===== src/rtl/gemac_wb_regfile.sv =====
// Wishbone classic slave register file: settings registers, self-clearing command bits,
// live status, sticky events with mask and registered interrupt.
module gemac_wb_regfile #(
  parameter int                  AW       = 8,
  parameter int                  NREGS    = 8,
  parameter logic [NREGS*32-1:0] RST_VALS = '0,
  parameter int                  NEV      = 8,
  parameter int                  WAIT     = 0
) (
  input  logic                  clk,
  input  logic                  rst,
  input  logic                  wb_cyc,
  input  logic                  wb_stb,
  input  logic                  wb_we,
  input  logic [3:0]            wb_sel,
  input  logic [AW-1:0]         wb_adr,
  input  logic [31:0]           wb_dat_i,
  output logic [31:0]           wb_dat_o,
  output logic                  wb_ack,
  output logic                  wb_err,
  output logic [NREGS*32-1:0]   settings_o,
  output logic [NREGS-1:0]      wr_pulse_o,
  output logic [7:0]            cmd_o,
  input  logic [7:0]            cmd_done_i,
  input  logic [31:0]           status_i,
  input  logic [NEV-1:0]        ev_i,
  output logic                  irq
);
  localparam logic [31:0] A_CMD  = 32'(NREGS);
  localparam logic [31:0] A_STAT = 32'(NREGS + 1);
  localparam logic [31:0] A_EV   = 32'(NREGS + 2);
  localparam logic [31:0] A_MASK = 32'(NREGS + 3);

  typedef enum logic [1:0] {S_IDLE, S_WAIT, S_TERM} state_t;

  state_t                  r_state, w_state_n;
  logic [1:0]              r_wcnt, w_wcnt_n;
  logic                    w_term;
  logic [NREGS-1:0][31:0]  r_set;
  logic [NREGS-1:0]        r_pulse;
  logic [7:0]              r_cmd;
  logic [NEV-1:0]          r_ev, r_mask, w_ev_clr;
  logic                    r_irq, r_ack, r_err;
  logic [31:0]             r_dat, w_rd, w_wa, w_lanes;
  logic                    w_req, w_bad, w_ack, w_wr;
  logic                    w_unused;

  assign w_req    = wb_cyc & wb_stb;
  assign w_wa     = 32'(wb_adr[AW-1:2]);
  assign w_lanes  = {{8{wb_sel[3]}}, {8{wb_sel[2]}}, {8{wb_sel[1]}}, {8{wb_sel[0]}}};
  assign w_bad    = (w_wa > A_MASK) | (wb_we & ((w_wa == A_STAT) | (wb_sel == 4'h0)));
  assign w_ack    = w_term & ~w_bad;
  assign w_wr     = w_ack & wb_we;
  assign w_ev_clr = (w_wr && w_wa == A_EV) ? (wb_dat_i[NEV-1:0] & w_lanes[NEV-1:0]) : '0;
  assign w_unused = &{1'b0, wb_adr[1:0]};

  always_ff @(posedge clk) begin
    if (rst) begin
      r_state <= S_IDLE;
      r_wcnt  <= '0;
    end else begin
      r_state <= w_state_n;
      r_wcnt  <= w_wcnt_n;
    end
  end

  // Termination is decided on the edge that registers ack/err, using the still-held bus inputs.
  always_comb begin
    w_state_n = r_state;
    w_wcnt_n  = r_wcnt;
    w_term    = 1'b0;
    case (r_state)
      S_IDLE: if (w_req) begin
        if (WAIT == 0) begin
          w_term    = 1'b1;
          w_state_n = S_TERM;
        end else begin
          w_wcnt_n  = 2'(WAIT - 1);
          w_state_n = S_WAIT;
        end
      end
      S_WAIT: begin
        if (!w_req) w_state_n = S_IDLE;
        else if (r_wcnt == 2'd0) begin
          w_term    = 1'b1;
          w_state_n = S_TERM;
        end else w_wcnt_n = r_wcnt - 2'd1;
      end
      default: w_state_n = S_IDLE;
    endcase
  end

  always_comb begin
    w_rd = '0;
    for (int i = 0; i < NREGS; i++)
      if (w_wa == 32'(i)) w_rd = r_set[i];
    if (w_wa == A_CMD)  w_rd = 32'(r_cmd);
    if (w_wa == A_STAT) w_rd = status_i;
    if (w_wa == A_EV)   w_rd = 32'(r_ev);
    if (w_wa == A_MASK) w_rd = 32'(r_mask);
  end

  always_ff @(posedge clk) begin
    if (rst) begin
      r_ack   <= 1'b0;
      r_err   <= 1'b0;
      r_dat   <= '0;
      r_pulse <= '0;
      r_set   <= RST_VALS;
      r_cmd   <= '0;
      r_ev    <= '0;
      r_mask  <= '0;
      r_irq   <= 1'b0;
    end else begin
      r_ack <= w_ack;
      r_err <= w_term & w_bad;
      r_dat <= (w_ack & ~wb_we) ? w_rd : '0;
      r_irq <= |(r_ev & r_mask);
      // A new event outranks a simultaneous clear of the same bit.
      r_ev  <= (r_ev & ~w_ev_clr) | ev_i;
      if (w_wr && w_wa == A_CMD && wb_sel[0]) r_cmd <= wb_dat_i[7:0];
      else                                    r_cmd <= r_cmd & ~cmd_done_i;
      if (w_wr && w_wa == A_MASK)
        r_mask <= (r_mask & ~w_lanes[NEV-1:0]) | (wb_dat_i[NEV-1:0] & w_lanes[NEV-1:0]);
      for (int i = 0; i < NREGS; i++) begin
        r_pulse[i] <= w_wr && (w_wa == 32'(i));
        if (w_wr && w_wa == 32'(i)) r_set[i] <= (r_set[i] & ~w_lanes) | (wb_dat_i & w_lanes);
      end
    end
  end

  assign wb_ack     = r_ack;
  assign wb_err     = r_err;
  assign wb_dat_o   = r_dat;
  assign settings_o = r_set;
  assign wr_pulse_o = r_pulse;
  assign cmd_o      = r_cmd;
  assign irq        = r_irq;

endmodule


===== config.mk =====
export PLATFORM = sky130hd
export DESIGN_NAME = gemac_wb_regfile
export DESIGN_NICKNAME = d
export VERILOG_FILES = /design/src/rtl/gemac_wb_regfile.sv
export SDC_FILE = /design/constraint.sdc
export NUM_CORES = 1
export LEC_CHECK = 0
export ABC_AREA = 0
export CAP_MARGIN = 20
export CORE_ASPECT_RATIO = 0.75
export CORE_MARGIN = 5
export CORE_UTILIZATION = 48
export DETAILED_ROUTE_END_ITERATION = 10
export HOLD_SLACK_MARGIN = 0.1
export MAX_ROUTING_LAYER = met4
export PLACE_DENSITY = 0.81
export SLEW_MARGIN = 20
export SYNTH_ARGS = -nofsm -noshare
export SYNTH_HDL_FRONTEND = slang
export SYNTH_SLANG_ARGS = --single-unit

===== constraint.sdc =====
create_clock -name clk -period 2.25 [get_ports clk]
set_input_delay 0.3375 -clock clk [delete_from_list [all_inputs] [get_ports clk]]
set_output_delay 0.3375 -clock clk [all_outputs]
set_load 0.01 [all_outputs]

==> metrics list <==
- By area the synthesized netlist is led by dfxtp_1, a21oi_1, nand2_1, o21ai_0, mux2i_1.
- In the post-synthesis netlist, the cell with the most instances is dfxtp_1.
* Vertical die dimension: 158 um
- Relative to the synthesized area, the layout overhead comes to 46.7%.
- Setup repair after global routing missed its margin: true
- Reg-to-reg slack, setup: between 0.2 and 0.3 ns
- Fraction of final layout cells with drive strength greater than 1: 14.9%
- The synthesized design contains 0 enable-type register cells.
- The via count of the first global-routing pass came to 14800.
- The critical path goes through clkdlybuf4s50_1 -> buf_4 -> or4_1 -> nor2_1 -> buf_4 -> nand3_2 -> mux2i_1 -> nor2_1.
* Endpoint arrival time on the critical path: ~2.6 ns
- #FFs+latches synth: 324
* TritonCTS clock tree: built
- Worst-case headroom to the max-slew limit: 32.4%
* Placer Congestion: around 1
- Residual overflow from global routing: 0
- The cell count after synthesis came out at 1670.
- Initial core utilization: 48.6%
- Crit Path Class: in -> reg
- Top fanout value on the critical path: 8
- Along the worst hold path, the cell count comes to 4.
- The path with the worst hold slack has its endpoint at wb_err.
- Post-layout instance count excluding filler cells: between 2000 and 3000
- Clock tree synthesis inserted a total of 34 buffers.
- Total count of hold-check failures in the final report: 0
* GRT met1 Usage: 47.8%
- Global-route usage over all layers: 36.4%
- VDD IR-drop max: ~370 uV
- Total wire length after detailed routing: 61.5 mm
- Share of async-settable or async-resettable flops after synthesis: 0%
* Worst-Margin Slew: between 1 and 1.5 ns
- Worst clock skew on the final layout: ~0.023 ns
* Violated checks: negative setup slack
* Outcome: complete, but fails checks
- Number of pins exceeding their max-slew limit in the final report: 0
* Number of antenna violations at the first check in global routing: 2
- Number of top-level pins: between 400 and 500
- Timing would allow up to 443 MHz.
- Count of different cell masters after synthesis: between 50 and 60
- The global routing stage identified its most utilized layer as met2.
* Slowest cell on crit path: clkdlybuf4s50_1
- Startpoint of the tightest hold check path: rst
* Cell taking the most area after synthesis: dfxtp_1
- The share of the Yosys chip area taken by registers is 46.1%.
* Core footprint: 29000 um2
* Post-layout nets: approximately 2200
* Remaining number of nets flagged by the antenna check after routing: 0
- Each instance of the synthesized netlist takes up on average 8.43 um2.
* WL/cell: 24.1 um
- Kind of end point of the critical path: flip-flop
* Combined area of all synthesized cells: 14100 um2
- Number of detailed-routing iterations run before antenna repair: 6
- Residual DRC: 0
* First DRT Iteration DRCs: 1707
* Nature of the critical path startpoint: input pin
* Floorplan die area: 32900 um2
- After detailed routing, the number of vias per cell comes to 6.12.
- Number of cell instances on the worst register-to-register path: 8
* Met3 Resource Use GR: 9.93%
- Dividing total power by cell area gives a power density of 595 nW/um2.
* Global-route wire length before repair: slightly above 90 mm
* Synth top area share: 46.1%
* Min-Delay Path Class: in -> reg
* Utilization after layout: 71.3%
- Final worst path period need: 2.26 ns
- In the synthesized netlist, the cells that appear most often are dfxtp_1, nand2_1, a21oi_1.
* Clock tree root driver cell: clkbuf_16
* Clock network latency to the later pin of the worst-skew pair: roughly 0.54 ns
- Yosys Warn Count: 0
- Row generation in the floorplan step produced 54 rows.
- CTS Hold Bufs: 0
- In this run the horizontal extent of the chip is 208 um.
* Number of H-tree branching levels: 2
- Maximum root-to-sink buffer count: 3
- Number of sinks on the clock net: 324
* Count of buffers from port buffering: 401
* Worst setup slack after layout: -0.00566 ns
- In this run the static leakage power is 7.24 nW.
- Design Area, Final: 20700 um2
* Ys flop type: dfxtp_1
- Total Neg Setup Slack: -0.00566 ns
- Final worst-path cycle share: 100%
- Synthesized net count: about 1800
- The startpoint identified for the worst register-to-register timing path is r_state[1].
- Total of endpoints with negative setup slack in the final report: 1
- Maximum number of pins on one net before global-route repair: ~190
- The wire-length estimate of the detail-placed layout is around 45 mm.
- Cell area after placement: 19500 um2
* Worst-path clk slew: 0.07 ns
- Maxcap violations: 0
- STA puts the critical path data required time at 2.63 ns.
* Placed Cells incl. Taps: between 2000 and 2500
- Post-placement setup slack: -0.471 ns
- Global routing usage on met2: 55.4%
- Via count: 15600
- In this design, the stage delay of the slowest critical-path cell is 0.54 ns.
==> logic make-up after synthesis <==
family	count (synthesis)	synth area share [%]
AOI/OAI and AO/OA	567	24.0
buffers and inverters	166	4.92
DFF	324	46.1
muxes	109	9.27
and+or+nand+nor	504	15.8
==> critical path, delay by kind of cell <==
| kind | cells | cell delay [ns] |
|---|---|---|
| buffers and inverters | 3 | 0.97 |
| multiplexers | 1 | 0.29 |
| AND/OR/NAND/NOR | 4 | 1.03 |
==> repair_timing <==
action                                  4_1_cts  5_1_grt
setup buffers                                 0        0
gates resized for setup                       0        3
endpoints found under the setup margin        0       83
==> layout by cell type, fill, tap and decap left out, drive strengths merged, types with 5 or more instances in the layout <==
cell type,netlist,routed
mux2i,73,73
nand2b,7,7
buf,35,186
a211o,6,6
a22oi,15,15
inv,3,6
nor3,5,5
a31oi,7,7
mux2,21,21
a221oi,25,25
a222oi,9,9
a2bb2oi,16,16
clkbuf,128,49
clkdlybuf4s50,0,397
o221a,16,16
nor2,115,115
nand3,46,46
o2bb2ai,23,23
a21oi,250,250
clkinv,0,6
dfxtp,324,324
nand3b,9,9
o22ai,6,6
o21ai,180,180
nand2,295,295
mux4,15,15
==> power breakdown <==
group          internal, mW  leakage (nW)  switching, mW  total [mW]
Sequential             5.75          2.61         0.0127        5.76
Combinational         0.336          4.08          0.493       0.829
Clock                  3.26         0.540           2.44        5.70
Total                  9.34          7.24           2.95        12.3
==> cell type report <==
class | count | area [um2]
Antenna cell | 4 | 10.0
Clock buffer | 48 | 963
Clock inverter | 14 | 150
Fill cell | 2157 | 8330
Inverter | 3 | 11.3
Multi-Input combinational cell | 1180 | 6930
Sequential cell | 324 | 6490
Tap cell | 392 | 490
Timing Repair Buffer | 585 | 5610
==> layer usage <==
layer  wire length (um)  vias to the layer above
li1                   -                     6865
met1              24500                     7512
met2              27600                     1082
met3               7420                      144
met4               2000                        0
met5                  0                        -
==> stage by stage <==
stage	total power [mW]	hold slack [ns]
floorplan	6.26	0.455
global placement	6.68	0.453
detailed placement	6.69	0.465
CTS	12.3	0.235
global route	12.6	0.256
finish	12.3	0.256
==> worst max path at each step <==
stage	startpoint	endpoint	slack, ns	depth (start not counted)
global placement	wb_adr[5]	flip-flop	-0.47	8
finish	wb_adr[5]	flip-flop	-0.006	8
detailed placement	wb_adr[5]	flip-flop	-0.47	8
global route	wb_adr[5]	flip-flop	-0.05	8
floorplan	wb_adr[6]	wb_dat_o[2]	0.17	8
CTS	wb_adr[5]	flip-flop	0.04	8
(Power assumes the default switching activity.)
